$ cat src/rtl/bcd_pkg.sv
// Shared constants for the BCD counter chain: digit width, state encoding
// and the digit-index helper.
package bcd_pkg;

   localparam int         BCD_W     = 4;
   localparam logic [3:0] BCD_MAX   = 4'd9;
   localparam int         IDX_W     = 4;
   localparam logic       ST_IDLE   = 1'b0;
   localparam logic       ST_RIPPLE = 1'b1;

   // Index of the most significant digit for a chain of n digits (n <= 15).
   function automatic logic [IDX_W-1:0] last_idx(input int n);
      return IDX_W'(n - 1);
   endfunction

endpackage

$ cat src/rtl/bcd_digit_add.sv
// Single-digit BCD adder: digit + m + c, wrapped into 0..9 with carry out.
module bcd_digit_add
   import bcd_pkg::*;
(
   input  logic [BCD_W-1:0] digit,
   input  logic             m,
   input  logic             c,
   output logic [BCD_W-1:0] sum,
   output logic             cout
);

   logic [BCD_W:0] raw_s;
   logic [BCD_W:0] wrapped_s;

   // 5-bit intermediate keeps the result inside 0..9 for any 4-bit input.
   always_comb begin
      raw_s     = {1'b0, digit} + {4'b0000, m} + {4'b0000, c};
      wrapped_s = raw_s - 5'd10;
      if (raw_s > {1'b0, BCD_MAX}) begin
         sum  = wrapped_s[BCD_W-1:0];
         cout = 1'b1;
      end else begin
         sum  = raw_s[BCD_W-1:0];
         cout = 1'b0;
      end
   end

endmodule

$ cat src/rtl/bcd_counter_chain.sv
// Multi-digit BCD counter: adds a trigger mask serially one digit per cycle
// and latches the settled value into the display register on ref_clk.
module bcd_counter_chain
   import bcd_pkg::*;
#(
   parameter int DIGITS = 6
) (
   input  logic                clk,
   input  logic                reset_n,
   input  logic                inc_clk,
   input  logic                ref_clk,
   input  logic [DIGITS-1:0]   trigger,
   output logic [4*DIGITS-1:0] digits_out,
   output logic                overflow,
   output logic                busy
);

   localparam logic [IDX_W-1:0] LAST_IDX = last_idx(DIGITS);

   logic                 state_r;
   logic [IDX_W-1:0]     idx_r;
   logic [DIGITS-1:0]    mask_r;
   logic                 carry_r;
   logic                 ref_pending_r;
   logic [4*DIGITS-1:0]  digits_r;

   logic [BCD_W-1:0]     cur_digit_s;
   logic                 cur_mask_s;
   logic [BCD_W-1:0]     add_sum_s;
   logic                 add_cout_s;
   logic [4*DIGITS-1:0]  next_digits_s;

   // Select the digit and mask bit addressed by idx_r.
   always_comb begin
      cur_digit_s = 4'd0;
      cur_mask_s  = 1'b0;
      for (int i = 0; i < DIGITS; i++) begin
         if (idx_r == IDX_W'(i)) begin
            cur_digit_s = digits_r[i*BCD_W +: BCD_W];
            cur_mask_s  = mask_r[i];
         end else begin
            cur_digit_s = cur_digit_s;
            cur_mask_s  = cur_mask_s;
         end
      end
   end

   bcd_digit_add u_add (
      .digit (cur_digit_s),
      .m     (cur_mask_s),
      .c     (carry_r),
      .sum   (add_sum_s),
      .cout  (add_cout_s)
   );

   // Working value with the current digit replaced by the adder result.
   always_comb begin
      next_digits_s = digits_r;
      for (int i = 0; i < DIGITS; i++) begin
         if (idx_r == IDX_W'(i)) begin
            next_digits_s[i*BCD_W +: BCD_W] = add_sum_s;
         end else begin
            next_digits_s[i*BCD_W +: BCD_W] = digits_r[i*BCD_W +: BCD_W];
         end
      end
   end

   // Control FSM, working digits and registered outputs.
   always_ff @(posedge clk or negedge reset_n) begin
      if (!reset_n) begin
         state_r       <= ST_IDLE;
         idx_r         <= 4'd0;
         mask_r        <= '0;
         carry_r       <= 1'b0;
         ref_pending_r <= 1'b0;
         digits_r      <= '0;
         digits_out    <= '0;
         overflow      <= 1'b0;
         busy          <= 1'b0;
      end else begin
         case (state_r)
            ST_IDLE: begin
               if (ref_clk) begin
                  digits_out <= digits_r;
               end
               if (inc_clk) begin
                  mask_r        <= trigger;
                  carry_r       <= 1'b0;
                  idx_r         <= 4'd0;
                  ref_pending_r <= 1'b0;
                  state_r       <= ST_RIPPLE;
                  busy          <= 1'b1;
               end
            end
            ST_RIPPLE: begin
               digits_r <= next_digits_s;
               carry_r  <= add_cout_s;
               idx_r    <= idx_r + 4'd1;
               if (ref_clk) begin
                  ref_pending_r <= 1'b1;
               end
               if (idx_r == LAST_IDX) begin
                  state_r       <= ST_IDLE;
                  busy          <= 1'b0;
                  idx_r         <= 4'd0;
                  ref_pending_r <= 1'b0;
                  if (add_cout_s) begin
                     overflow <= 1'b1;
                  end
                  // A deferred latch takes the fully settled value only.
                  if (ref_pending_r || ref_clk) begin
                     digits_out <= next_digits_s;
                  end
               end
            end
            default: begin
               state_r <= ST_IDLE;
               busy    <= 1'b0;
            end
         endcase
      end
   end

endmodule

$ cat config.mk
export PLATFORM = sky130hd
export DESIGN_NAME = bcd_counter_chain
export DESIGN_NICKNAME = d
export VERILOG_FILES = /design/src/rtl/bcd_pkg.sv /design/src/rtl/bcd_digit_add.sv /design/src/rtl/bcd_counter_chain.sv
export SDC_FILE = /design/constraint.sdc
export NUM_CORES = 1
export LEC_CHECK = 0
export ABC_AREA = 1
export CELL_PAD_IN_SITES_DETAIL_PLACEMENT = 1
export CELL_PAD_IN_SITES_GLOBAL_PLACEMENT = 2
export CORE_ASPECT_RATIO = 0.75
export CORE_UTILIZATION = 30
export CTS_BUF_LIST = sky130_fd_sc_hd__clkbuf_4
export CTS_CLUSTER_DIAMETER = 100
export DETAILED_ROUTE_END_ITERATION = 10
export GPL_ROUTABILITY_DRIVEN = 0
export PLACE_DENSITY_LB_ADDON = 0.3
export SETUP_SLACK_MARGIN = 0.02
export SLEW_MARGIN = 20
export SYNTH_ARGS = -nofsm -noshare
export SYNTH_HDL_FRONTEND = slang
export SYNTH_HIERARCHICAL = 1
export SYNTH_SLANG_ARGS = --single-unit
$ cat constraint.sdc
create_clock -name clk -period 3.65 [get_ports clk]
set_input_delay 0.5475 -clock clk [delete_from_list [all_inputs] [get_ports clk]]
set_output_delay 0.5475 -clock clk [all_outputs]
set_load 0.01 [all_outputs]
==> flow_metrics.py <==
metrics = {
    "status": {
        "status": "completed",
    },
    "timing": {
        "max_freq_ghz": 0.298,
        "min_period_over_period_pct": 91.9,
        "hold_violations": 0,
        "hold_slack_ns": 0.0803,
        "worst_slew_pin_slew_ns": 0.769,
        "fin_skew_ns": 0.0101,
        "post-route-min-period_ns": 3.35,
        "fin_setup_tns_ns": 0,
        "setup_viol": 0,
        "drv_slew": 0,
        "slew_headroom_pct": 48.8,
        "rsz0062_at_grt": "false",
    },
    "cts": {
        "clock_latency_ns": 0.43,
        "clkTransAtPathRegs_ns": 0.11,
        "cts_root_buf": "clkbuf_4",
        "numCtsBuffers": 9,
        "cts_buffer_depth": 2,
        "cts_tree": "done",
        "postCtsSetupRepairBufs": 0,
        "hold_buffers": 0,
        "cts-resized-gates": 0,
        "cts_sinks": 63,
        "htreeDepth": 3,
    },
    "die": {
        "coreArea_mm2": 0.00966,
        "chipWidth_um": 117,
        "row_count": 31,
        "die_y_um": 88.3,
        "pin_count": 36,
        "die_area_mm2": 0.0103,
        "initial_core_util_pct": 30.9,
    },
    "final_layout": {
        "areaGrowthSynthToFinish_pct": 20.9,
        "nFillCells": 1159,
        "drive_gt1_share_pct": 10.1,
        "seqCellArea_mm2": 0.00158,
        "multiInputGateArea_mm2": 0.00123,
        "nets": 413,
        "diodes": 0,
    },
    "min_path": {
        "min_path_type": "primary input to asynchronous set/reset pin",
    },
    "setup_path": {
        "critPathSlowestCell": "dfrtp_1",
        "cp-end-kind": "flop",
        "path_class": "flop to flop",
        "cpMostUsedCell": "nand2_1",
        "arrival_ns": 3.72,
        "cp_max_fo": 14,
        "required_ns": 4.02,
        "crit_chain": "nor2_4 -> nand2_1 -> nor2_1 -> nor2_1 -> nand4_1 -> fa_1 -> ha_1 -> inv_1 -> nand2_1 -> nand2_1 -> inv_1 -> ha_1 -> inv_1 -> nand3_4 -> nand2_4 -> nand2_1 -> nand2_1 -> inv_1 -> o21ai_0 -> nand2_1 -> nand2_1",
        "slowest_delay_ns": 0.50,
        "setup.worst_path.start_class": "flop",
    },
    "synthesis": {
        "synthDistinctLibCells": 29,
        "syn_nets": 374,
        "ys_warn_count": 6,
        "synth.yosys.seq_area_share_pct": 52.9,
        "synth_area_mm2": 0.00298,
        "ys_ff_latch": 63,
        "syn-instance-count": 361,
        "synth.avg_cell_area_um2": 8.26,
    },
    "detailed_routing": {
        "drtPass1Iterations": 4,
        "routed_wl_mm": 7.97,
        "drt_iter0_drc": 73,
        "antenna_left": 0,
        "routedWlPerCell_um": 14.8,
        "vias_per_cell": 4.54,
        "vias": 2438,
        "route.detailed.drc": 0,
    },
    "global_route": {
        "grt_pass1_wl_mm": 13.2,
        "grt_overflow": 0,
        "grt_max_degree": 42,
        "grt_pass1_vias": 2530,
        "grt_antenna_before_repair": 0,
        "grtUsageTotal_pct": 17.5,
    },
    "power_and_ir_drop": {
        "peakVddDrop_mv": 0.252,
        "powerDensity_mw_per_mm2": 780,
        "power.total_mw": 2.81,
        "power.leakage_nw": 1.77,
    },
    "place": {
        "port-buffer-count": 35,
        "dp_hpwl_mm": 5.90,
    },
    "flow_run": {
        "drv_cap": 0,
    },
}
## worst paths after layout
| kind | startpoint | to | slack, ns | cells after the start |
|---|---|---|---|---|
| hold reg to reg | busy | busy | 0.48 | 2 |
| max in group asynchronous | reset_n | digits_out[16] | 2.63 | 2 |
| setup reg to reg | idx_r[2] | digits_out[19] | 0.30 | 21 |
| setup / recovery | idx_r[2] | digits_out[19] | 0.30 | 21 |
| hold / removal | reset_n | digits_r[2] | 0.08 | 1 |
| min in group clk | busy | busy | 0.48 | 2 |
## critical path: cells and delay by family, from the launching register on
family | cells | cell delay, ns
AOI/OAI and AO/OA | 1 | 0.23
adders and majority gates | 3 | 0.90
buffers and inverters | 4 | 0.36
DFF | 1 | 0.50
and+or+nand+nor | 13 | 1.30
## layout by cell type (no fill, tap or decap), types with 3 or more instances in the layout
cell type,synthesis,layout
buf_4,2,3
clkbuf_4,0,9
clkdlybuf4s50_1,0,34
dfrtp_1,63,62
inv_1,26,26
inv_2,3,3
nand2_1,165,165
nand2_2,3,3
nand3_1,25,25
nand3_2,3,3
nand4_1,6,6
nor2_1,14,14
nor2_4,5,5
o21ai_0,14,9
o21ai_1,6,11
## sequential cells by signal (all words and copies together) (netlist names)
register,cells
busy,1
idx_r,4
mask_r,6
overflow,1
state_r,1
carry_r,1
digits_r,24
ref_pending_r,1
digits_out,24
## cell families after synthesis
| kind of cell | share of synthesized area (%) |
|---|---|
| adders and majority gates | 1.51 |
| xor gates and xnor gates | 0.294 |
| and+or+nand+nor | 34.5 |
| DFF | 52.9 |
| buffers and inverters | 5.83 |
| AOI/OAI and AO/OA | 4.99 |
## final cells by class
| class | count | share of cell area, % |
|---|---|---|
| clock inverter | 7 | 2.43 |
| timing repair buffer | 38 | 10.2 |
| inverter | 29 | 3.02 |
| multi-input combinational | 259 | 34.1 |
| tap | 132 | 4.58 |
| clock buffer | 9 | 1.87 |
| sequential | 63 | 43.8 |
## where the power goes
| group | switching (mW) | leakage (nW) | total [mW] | internal [mW] |
|---|---|---|---|---|
| combinational | 0.775 | 0.856 | 1.19 | 0.415 |
| sequential | 0.180 | 0.836 | 1.08 | 0.899 |
| clock | 0.271 | 0.0770 | 0.543 | 0.272 |
| total | 1.23 | 1.77 | 2.81 | 1.59 |
## cells in the mapped netlist
library cell / number / area [um2]
nand2_1: 165 / 619
dfrtp_1: 63 / 1580
inv_1: 26 / 97.6
nand3_1: 25 / 125
nor2_1: 14 / 52.6
o21ai_0: 14 / 70.1
nand4_1: 6 / 37.5
o21ai_1: 6 / 30.0
nor2_4: 5 / 56.3
buf_2: 4 / 20.0
inv_2: 3 / 11.3
nand2_2: 3 / 18.8
nand3_2: 3 / 30.0
a21oi_1: 2 / 10.0
buf_1: 2 / 7.51
buf_4: 2 / 15.0
buf_6: 2 / 22.5
ha_1: 2 / 25.0
nand3_4: 2 / 35.0
nor2_2: 2 / 12.5
o22ai_1: 2 / 12.5
fa_1: 1 / 20.0
nand2_4: 1 / 11.3
nand3b_1: 1 / 7.51
nand4_2: 1 / 12.5
nor3_2: 1 / 10.0
o21bai_1: 1 / 7.51
o21bai_4: 1 / 18.8
xor2_1: 1 / 8.76
## per-layer routing
| metal | GRT usage, % | vias up | part of all wire (%) | wire length [um] |
|---|---|---|---|---|
| met1 | 24.6 | 1178 | 52 | 4180 |
| li1 | - | 1217 | - | - |
| met4 | 6.21 | 0 | 1.4 | 113 |
| met3 | 5.07 | 8 | 3.8 | 304 |
| met5 | 0 | - | 0 | 0 |
| met2 | 25.6 | 35 | 42 | 3380 |
## through the flow
stage               setup WS (ns)  cell area [um2]  utilization (%)  std cells
global placement            0.346             3450             35.7        521
detailed placement          0.225             3450             35.7        521
floorplan                   0.692             2980                -        361
finish                      0.297             3610             37.3        537
CTS                         0.198             3600             37.3        537
global route               0.0379             3610             37.3        537
Note: power is estimated with default switching activity, not from simulation.
